<file path="src/rtl/sincronizador_vga.sv">
// VGA timing generator: divides clk into a pixel tick and walks a horizontal/vertical
// raster, producing registered sync/blanking aligned with the pixel counters.
module sincronizador_vga #(
  parameter int TICK_DIV  = 4,
  parameter int H_DISPLAY = 640,
  parameter int H_FRONT   = 16,
  parameter int H_SYNC    = 96,
  parameter int H_BACK    = 48,
  parameter int V_DISPLAY = 480,
  parameter int V_FRONT   = 10,
  parameter int V_SYNC    = 2,
  parameter int V_BACK    = 33
) (
  input  logic       clk,
  input  logic       reset,
  output logic       p_tick,
  output logic       hsync,
  output logic       vsync,
  output logic       video_on,
  output logic [9:0] pixel_x,
  output logic [9:0] pixel_y,
  output logic       end_frame
);

  localparam int TW = (TICK_DIV > 1) ? $clog2(TICK_DIV) : 1;

  localparam logic [9:0] H_TOTAL  = 10'(H_DISPLAY + H_FRONT + H_SYNC + H_BACK);
  localparam logic [9:0] V_TOTAL  = 10'(V_DISPLAY + V_FRONT + V_SYNC + V_BACK);
  localparam logic [9:0] H_VIS    = 10'(H_DISPLAY);
  localparam logic [9:0] V_VIS    = 10'(V_DISPLAY);
  localparam logic [9:0] HS_START = 10'(H_DISPLAY + H_FRONT);
  localparam logic [9:0] HS_END   = 10'(H_DISPLAY + H_FRONT + H_SYNC - 1);
  localparam logic [9:0] VS_START = 10'(V_DISPLAY + V_FRONT);
  localparam logic [9:0] VS_END   = 10'(V_DISPLAY + V_FRONT + V_SYNC - 1);
  localparam logic [TW-1:0] TICK_LAST = TW'(TICK_DIV - 1);

  logic [TW-1:0] r_tick;
  logic [9:0]    r_x, r_y;
  logic          r_hsync, r_vsync, r_video_on;

  logic [TW-1:0] w_tick_next;
  logic [9:0]    w_x_next, w_y_next;
  logic          w_tick, w_h_wrap, w_v_wrap;

  assign w_tick   = (r_tick == TICK_LAST);
  assign w_h_wrap = (r_x == H_TOTAL - 10'd1);
  assign w_v_wrap = (r_y == V_TOTAL - 10'd1);

  always_comb begin
    w_tick_next = w_tick ? '0 : r_tick + TW'(1);
    w_x_next    = r_x;
    w_y_next    = r_y;
    if (w_tick) begin
      w_x_next = w_h_wrap ? 10'd0 : r_x + 10'd1;
      if (w_h_wrap)
        w_y_next = w_v_wrap ? 10'd0 : r_y + 10'd1;
    end
  end

  // Sync and blanking are decoded from the next counts so that, once registered,
  // they describe the same pixel that pixel_x/pixel_y hold.
  always_ff @(posedge clk) begin
    if (reset) begin
      r_tick     <= '0;
      r_x        <= '0;
      r_y        <= '0;
      r_hsync    <= 1'b1;
      r_vsync    <= 1'b1;
      r_video_on <= 1'b0;
    end else begin
      r_tick     <= w_tick_next;
      r_x        <= w_x_next;
      r_y        <= w_y_next;
      r_hsync    <= !((w_x_next >= HS_START) && (w_x_next <= HS_END));
      r_vsync    <= !((w_y_next >= VS_START) && (w_y_next <= VS_END));
      r_video_on <= (w_x_next < H_VIS) && (w_y_next < V_VIS);
    end
  end

  assign p_tick    = w_tick;
  assign pixel_x   = r_x;
  assign pixel_y   = r_y;
  assign hsync     = r_hsync;
  assign vsync     = r_vsync;
  assign video_on  = r_video_on;
  assign end_frame = w_tick && w_h_wrap && w_v_wrap;

endmodule

</file>
<file path="config.mk">
export PLATFORM = sky130hd
export DESIGN_NAME = sincronizador_vga
export DESIGN_NICKNAME = d
export VERILOG_FILES = /design/src/rtl/sincronizador_vga.sv
export SDC_FILE = /design/constraint.sdc
export NUM_CORES = 1
export LEC_CHECK = 0
export ABC_CLOCK_PERIOD_IN_PS = 2300
export BUFFER_PORTS_ARGS = -buffer_cell sky130_fd_sc_hd__buf_2
export CORE_MARGIN = 3
export CORE_UTILIZATION = 49
export DETAILED_ROUTE_END_ITERATION = 16
export PLACE_DENSITY = 0.79
export SLEW_MARGIN = 20
export SYNTH_ARGS = -nofsm -noshare
export SYNTH_HDL_FRONTEND = slang
export SYNTH_SLANG_ARGS = --single-unit
</file>
<file path="constraint.sdc">
create_clock -name clk -period 2.3 [get_ports clk]
set_clock_uncertainty 0.2 [all_clocks]
set_input_delay 0.23 -clock clk [delete_from_list [all_inputs] [get_ports clk]]
set_output_delay 0.23 -clock clk [all_outputs]
set_load 0.005 [all_outputs]
</file>
==> results of run 1 <==
==> per-layer routing <==
layer | GRT usage (%) | vias up | part of all wire [%]
li1 | - | 768 | -
met1 | 29.0 | 776 | 44
met3 | 3.77 | 12 | 4.3
met4 | 9.91 | 0 | 2.0
met5 | 0 | - | 0
met2 | 37.9 | 48 | 49
==> logic make-up after synthesis <==
| kind of cell | after synthesis |
|---|---|
| simple gates | 85 |
| fa+ha+maj | 4 |
| compound gates | 43 |
| buf+inv | 17 |
| xor+xnor | 7 |
| flops | 25 |
| mux | 2 |
==> area by class of cell <==
type,instances,area share (%)
repair buffers,55,18.1
well taps,31,2.02
multi-input cells,141,51.3
clock buffers,4,1.37
inverters,4,0.781
flip-flops and latches,25,26.4
==> sequential cells by signal, summed over array words and instances (netlist names) <==
name      flops
vsync         1
hsync         1
pixel_y      10
r_tick        2
video_on      1
pixel_x      10
==> worst min path at each step <==
stage               from         end  cells past startpoint  slack [ps]
5_1_grt            reset  pixel_x[8]                      2         100
3_5_place_dp   r_tick[0]   r_tick[0]                      1         230
4_1_cts            reset  pixel_x[8]                      2         100
2_1_floorplan  r_tick[0]   r_tick[0]                      1         210
3_3_place_gp   r_tick[0]   r_tick[0]                      1         220
6_report           reset  pixel_x[8]                      2         100
==> synthesized netlist by cell type (2+ instances only) <==
library cell	number	area share, %
and3_1	4	1.7
clkbuf_1	9	2.3
dfxtp_1	25	33
or4_1	4	2.0
xor2_1	4	2.3
xnor2_1	3	1.8
o21ai_1	2	0.67
nand2_1	19	4.8
nor3_1	5	1.7
ha_1	4	3.3
nor2b_1	2	0.83
nand2b_1	2	0.83
a31o_1	2	1.2
mux2i_1	2	1.3
and4_1	3	1.8
buf_2	2	0.67
nand3_1	8	2.7
inv_1	4	1.0
nor3b_1	3	1.5
a31oi_1	2	0.83
a22o_1	2	1.2
nand4_1	6	2.5
a221oi_1	2	1.2
a21oi_1	12	4.0
nand3b_1	2	1.0
nor2_1	17	4.3
o21ai_0	6	2.0
==> power breakdown <==
group          total [mW]  switching, mW  internal [mW]
registers           0.451        0.00882          0.442
clock network       0.194          0.126         0.0678
logic              0.0424         0.0227         0.0198
total               0.688          0.158          0.530
==> worst max-delay path: stages (launching register included) <==
cell,delay [ps]
dfxtp_1,330
or4_4,550
or4_4,440
nor2_2,110
buf_2,110
==> metrics by stage <==
stage | TNS, ps | worst slack (ps)
final | 0 | 10.6
after global placement | 0 | 66.6
after detailed placement | 0 | 25.9
after global routing | -124 | -83.1
after floorplan | 0 | 9.71
after CTS | 0 | 3.70
==> timing repair <==
action,in CTS,in global routing
setup endpoints to repair,2,4
resized for setup,3,11
buffers inserted,0,1
pin swaps,2,2
==> impl_metrics.ini, run 1 <==
[outcome]
outcome = finished clean

[synth]
synth_top_family_by_area = simple AND/OR/NAND/NOR gates
syn_area_um2 = 1500
synthesis.nets = 189
synth_ff_type = dfxtp_1
synthAdderAreaFrac_pct = 3.34
synth_edf_count = 0
synth_area_per_cell_um2 = 8.19
synth_simple_gate_area_share_pct = 32.6
synth_warnings = 0
ys_ff_latch = 25
synthCells = 183
synth_compound_area_share_pct = 20.0
synth-xor-area-share_pct = 4.09
ys_types = 54
seq_area_frac_synth_pct = 33.4
yosys-mux-area-fraction_pct = 1.34
async_reset_ff_share_pct = 0

[floorplanning]
die_area_um2 = 3760
core.rowCount = 19
io_pins = 27
initial_core_util_pct = 53.0
fp.dieH_um = 61.3
core_um2 = 2830
die_w_um = 61.3

[clocking]
insertion_delay_ps = 310
cts_sinks = 25
holdBufCountCts = 0
cts_max_level = 1
clk_path_buf_depth = 2
cts_buffers = 3
root_buffer = clkbuf_4
clk_pin_slew_ps = 130
cts_tree = yes

[global_routing]
antenna_found_initial = 0
grt_pass1_vias = 1479
grt_pass1_wl_um = 6510
gr-usage-all-layers_pct = 22.8
gr-total-overflow = 0
grt_max_degree = 19

[timing]
rsz0062_at_grt = yes
finalCriticalPeriod_ps = 2290
max-slew-margin-rel_pct = 74.9
timing.fmax_ghz = 0.437
timing.hold.ws_ps = 98.3
hold_viol = 0
fin_crit_sh_pct = 99.5
worst_pin_slew_ps = 376
drv_slew = 0
setup-violations-final = 0

[place]
placedCellCount = 255
routabilityCongestion = 0.971
post_dp_cell_area_um2 = 1850
hpwlAfterDp_um = 2980
portBuffers = 26

[finish]
seq_area_um2 = 508
final_core_util_pct = 67.9
fin_cells = 260
multi_input_area_um2 = 986
layout_common_cells = buf_4 (29), buf_2 (26), nand2_1 (19), dfxtp_1 (19), nor2_1 (16)
syn_to_final_growth_pct = 28.2
nNetsFinal = 236
drive_above_1_share_pct = 35.4
fin_area_um2 = 1920
antennaDiodeCount = 0
final_common_cell = buf_4
nFillCells = 226

[hold_path]
hp-class = input pin to flip-flop

[flow_run]
drv_cap = 0

[critical_path]
crit_start = pixel_y[7]
reg2regPathDepth = 8
startpoint_type = flip-flop
crit_path_max_fanout = 2
reg2reg_slack_ps = 100
required_ps = 1870
r2r-start = pixel_y[0]
crit_type = flip-flop to primary output
worstSetupEndpointType = primary output
cp.arrival_ps = 1860
r2r-end = vsync
worstSetupEndpoint = end_frame

[route]
antenna_left = 0
dr.pass1.iters = 4
drt-initial-drc-count = 128
wl_um = 4010
wl_per_cell_um = 15.4
via_per_inst = 6.17
drc_errors = 0
vias = 1604

[pwr]
p_leak_nw = 0.754
vdd_drop_max_uv = 333
finalPower_mw = 0.688
power_density_nw_per_um2 = 358
Note: power is estimated with default switching activity, not from simulation.
==> run 2: changes to the inputs <==
--- a/config.mk
+++ b/config.mk
@@ -5,7 +5,7 @@
 export SDC_FILE = /design/constraint.sdc
 export NUM_CORES = 1
 export LEC_CHECK = 0
-export ABC_CLOCK_PERIOD_IN_PS = 2300
+export ABC_CLOCK_PERIOD_IN_PS = 2000
 export BUFFER_PORTS_ARGS = -buffer_cell sky130_fd_sc_hd__buf_2
 export CORE_MARGIN = 3
 export CORE_UTILIZATION = 49
==> constraint.sdc (replaced) <==
create_clock -name clk -period 2 [get_ports clk]
set_clock_uncertainty 0.2 [all_clocks]
set_input_delay 0.2 -clock clk [delete_from_list [all_inputs] [get_ports clk]]
set_output_delay 0.2 -clock clk [all_outputs]
set_load 0.005 [all_outputs]
==> run 2 against run 1 <==
Largest power group unchanged. Non-clock buffer count increased by 30. Utilization increased by 16 points. First-iteration DRC count grew 70%. Critical path depth unchanged. Largest cell class unchanged. Cell count rose by 12%. The run now ends with negative setup slack left.
==> impl_metrics.ini, run 2 (same netlist as run 1, synthesis figures left out) <==
[clocking]
clk_pin_slew_ps = 140
cts_sinks = 25
cts_buffers = 3
cts_tree = yes
cts_max_level = 1
root_buffer = clkbuf_4
insertion_delay_ps = 320
clk_path_buf_depth = 2

[pwr]
vdd_drop_max_uv = 274
finalPower_mw = 0.828
power_density_nw_per_um2 = 350
p_leak_nw = 0.979

[timing]
fin_crit_sh_pct = 119
fin_ws_ps = -371
worst_pin_slew_ps = 494
drv_slew = 0
hold_viol = 0
timing.fmax_ghz = 0.422
setup-violations-final = 11
timing.hold.ws_ps = 109
rsz0062_at_grt = yes
fin_setup_tns_ps = -1600
max-slew-margin-rel_pct = 67.1
finalCriticalPeriod_ps = 2370

[hold_path]
min_to = pixel_x[6]
hp-class = input pin to flip-flop
whs_path_depth = 2
min-delay-start = reset

[global_routing]
grt_pass1_wl_um = 7330
grt_max_degree = 19
gr-total-overflow = 0
antenna_found_initial = 0
gr-usage-all-layers_pct = 26.2
grt_pass1_vias = 1604

[floorplanning]
fp.dieH_um = 61.3
initial_core_util_pct = 53.0
io_pins = 27
die_area_um2 = 3760
core_um2 = 2830
die_w_um = 61.3
core.rowCount = 19

[route]
dr.pass1.iters = 4
wl_um = 5330
drt-initial-drc-count = 217
wl_per_cell_um = 18.4
vias = 1818
drc_errors = 0
via_per_inst = 6.27
antenna_left = 0

[place]
routabilityCongestion = 0.888
portBuffers = 26
pre_cts_ws_ps = -224
hpwlAfterDp_um = 3190

[critical_path]
reg2reg_slack_ps = -280
cp_cell_sequence = or4_4 > or4_4 > nor2_2 > buf_2
slowest_delay_ps = 540
cp.depth = 4
reg2regPathDepth = 9
r2r-start = pixel_y[1]
worstSetupEndpointType = primary output
crit_type = flip-flop to primary output
crit_slowest_cell = or4_4
critical-path-top-delay-family = simple AND/OR/NAND/NOR gates
required_ps = 1600
r2r-end = vsync
startpoint_type = flip-flop
cp.arrival_ps = 1970
worst-path-buf-inv = 1
crit_path_max_fanout = 2
cpMostUsedCell = or4_4

[finish]
antennaDiodeCount = 0
drive_above_1_share_pct = 52.5
final_common_cell = buf_4
nNetsFinal = 266
layout_common_cells = buf_4 (47), buf_2 (26), dfxtp_1 (17), nand2_1 (16), nor2_1 (16)
syn_to_final_growth_pct = 57.8
final_core_util_pct = 83.6

[outcome]
failed_checks = negative setup slack
outcome = complete, but fails checks

[flow_run]
drv_cap = 0
## run 2: cell types whose count changed in the layout (fill, tap and decap cells not counted), moves of 2 or more
cell     delta
nand2_1     -3
inv_2       +2
nand2_4     +2
dfxtp_2     +2
dfxtp_1     -2
buf_6      +11
nand3_1     -2
a21oi_2     +7
inv_1       -2
buf_4      +18
a21oi_1     -7
## run 2: timing repair
action / in CTS / in global routing
endpoints found under the setup margin: 9 / 15
resized for setup: 12 / 49
pin swaps: 4 / 24
gates cloned: 0 / 0
hold buffers: 0 / 0
setup buffers: 6 / 10
## run 2: where the power goes
part	leakage, nW	internal [mW]	switching (mW)
Combinational	0.758	0.0412	0.0388
Sequential	0.206	0.509	0.00942
Clock	0.0150	0.0780	0.151
## run 2: worst max-delay path by stage
stage | from | to | slack, ps
after global placement | pixel_y[4] | video_on | -170
final | pixel_y[7] | end_frame | -370
after CTS | pixel_y[4] | end_frame | -320
after global routing | pixel_y[7] | end_frame | -420
after floorplan | r_tick[1] | vsync | -260
after detailed placement | pixel_x[1] | vsync | -220
## run 2: layer usage
metal | global-route usage [%] | routed length, um | part of all wire [%] | vias up
met4 | 10.5 | 232 | 4.4 | 0
met3 | 5.66 | 402 | 7.5 | 26
met2 | 44.3 | 2590 | 49 | 108
met1 | 32.1 | 2100 | 39 | 849
met5 | 0 | 0 | 0 | -
li1 | - | - | - | 835
## run 2: cell type report
| type | count | area [um2] |
|---|---|---|
| clock buffer | 4 | 26.3 |
| fill | 156 | 464 |
| inverter | 4 | 15.0 |
| multi-input combinational | 141 | 1150 |
| sequential | 25 | 510 |
| tap | 31 | 38.8 |
| timing repair buffer | 85 | 622 |
## run 2: per-stage QoR
| step | cell area [um2] | instances |
|---|---|---|
| 2_1_floorplan | 1540 | 183 |
| 3_3_place_gp | 1970 | 271 |
| 3_5_place_dp | 1970 | 271 |
| 4_1_cts | 2090 | 281 |
| 5_1_grt | 2360 | 290 |
| 6_report | 2360 | 290 |
==> run 3: changes to the inputs <==
--- a/config.mk
+++ b/config.mk
@@ -11,6 +11,7 @@
 export CORE_UTILIZATION = 49
 export DETAILED_ROUTE_END_ITERATION = 16
 export PLACE_DENSITY = 0.79
+export SETUP_SLACK_MARGIN = 0.4
 export SLEW_MARGIN = 20
 export SYNTH_ARGS = -nofsm -noshare
 export SYNTH_HDL_FRONTEND = slang
==> run 3 against run 2 <==
The run still ends with negative setup slack left. Clock power rose by 8%. Critical path depth is the same. Die area unchanged. Total power up 4.7%. Final area increased by 6.6%. Clock-buffer cell count down 1. Largest cell class unchanged. Largest power group unchanged. Highest routed layer unchanged.
==> impl_metrics.ini, run 3 (same netlist as run 1, synthesis figures left out) <==
[outcome]
outcome = complete, but fails checks
failed_checks = negative setup slack

[pwr]
pwr-share-comb_pct = 11.5
p_sw_share_pct = 26.8
finalPower_mw = 0.867
p_sw_mw = 0.232
vdd_drop_max_uv = 455
internal_power_mw = 0.634
power_density_nw_per_um2 = 344
p_leak_nw = 1.00
p_clk_share_pct = 28.5
p_seq_share_pct = 60.0

[clocking]
holdBufCountCts = 0
cts_buffers = 3
cts_sinks = 25
root_buffer = clkbuf_4
cts_tree = yes
insertion_delay_ps = 350
cts_max_level = 1
clk_pin_slew_ps = 150
clk_path_buf_depth = 2

[critical_path]
required_ps = 1600
crit_type = flip-flop to primary output
cp.arrival_ps = 2000
crit_path_max_fanout = 2
worstSetupEndpointType = primary output
r2r-start = pixel_x[0]
reg2regPathDepth = 6
reg2reg_slack_ps = -300
r2r-end = vsync
startpoint_type = flip-flop

[finish]
layout_common_cells = buf_4 (50), buf_2 (25), nand2_1 (16), dfxtp_1 (16), buf_6 (15)
final_common_cell = buf_4
syn_to_final_growth_pct = 68.1
final_core_util_pct = 89.1
nFillCells = 130
nNetsFinal = 273
antennaDiodeCount = 0
drive_above_1_share_pct = 59.0

[hold_path]
whs_path_depth = 2
min-delay-start = reset
min_to = pixel_x[6]
hp-class = input pin to flip-flop

[place]
hpwlAfterDp_um = 3200
routabilityCongestion = 0.917
portBuffers = 26

[timing]
fin_crit_sh_pct = 120
finalCriticalPeriod_ps = 2400
drv_slew = 0
rsz0062_at_grt = yes
timing.fmax_ghz = 0.418
fin_setup_tns_ps = -2100
fin_ws_ps = -395
max-slew-margin-rel_pct = 67.7
hold_viol = 0
timing.hold.ws_ps = 51.5
worst_pin_slew_ps = 471
setup-violations-final = 15

[flow_run]
drv_cap = 0

[global_routing]
grt_max_degree = 19
grt_pass1_wl_um = 8600
antenna_found_initial = 0
gr-total-overflow = 0
grt_pass1_vias = 1774
gr-usage-all-layers_pct = 30.9

[floorplanning]
io_pins = 27
die_w_um = 61.3
initial_core_util_pct = 53.0
core.rowCount = 19
fp.dieH_um = 61.3
core_um2 = 2830
die_area_um2 = 3760

[route]
wl_per_cell_um = 23.8
vias = 2030
via_per_inst = 6.84
drc_errors = 0
drt-initial-drc-count = 258
wl_um = 7060
dr.pass1.iters = 5
antenna_left = 0
[run 3: how the worst max path moves through the flow]
stage,startpoint,end,cells past startpoint
6_report,pixel_y[4],end_frame,4
5_1_grt,pixel_y[4],end_frame,4
4_1_cts,pixel_y[4],end_frame,4
3_5_place_dp,pixel_y[4],video_on,5
3_3_place_gp,pixel_x[0],video_on,6
2_1_floorplan,r_tick[1],vsync,8
[run 3: routing by layer]
layer | wire [um] | track usage (%) | up-vias
li1 | - | - | 854
met1 | 2670 | 36.6 | 960
met2 | 3500 | 54.4 | 163
met3 | 524 | 4.82 | 53
met4 | 365 | 14.6 | 0
met5 | 0 | 0 | -
[run 3: cell type report]
cell class                 count  area [um2]  area share, %
clock inverter                 1        5.00          0.199
clock buffer                   3        22.5          0.894
sequential                    25         514           20.4
multi-input combinational    141        1220           48.6
timing repair buffer          92         699           27.8
inverter                       4        15.0          0.596
tap                           31        38.8           1.54
[run 3: power by group through the flow]
stage	clock, mW	sequential, mW	combinational [mW]
after detailed placement	0	0.528	0.0520
after global placement	0	0.528	0.0499
final	0.247	0.520	0.0996
after CTS	0.235	0.517	0.0678
after global routing	0.272	0.521	0.105
after floorplan	0	0.531	0.0314
[run 3: stage by stage]
| stage | std cells | area [um2] | setup WS, ps |
|---|---|---|---|
| 2_1_floorplan | 183 | 1580 | -236 |
| 3_3_place_gp | 269 | 1980 | -176 |
| 3_5_place_dp | 269 | 1980 | -276 |
| 4_1_cts | 282 | 2250 | -331 |
| 5_1_grt | 297 | 2520 | -398 |
| 6_report | 297 | 2520 | -395 |
[run 3: repair_timing]
action | in CTS | in global routing
pin swaps | 19 | 25
setup buffers | 9 | 15
setup endpoints to repair | 23 | 25
resized for setup | 39 | 39
[run 3: critical path, cell delays in order (launching register included)]
cell     delay (ps)
dfxtp_2         350
or4_4           540
or4_4           520
nor2_2          110
buf_2           130
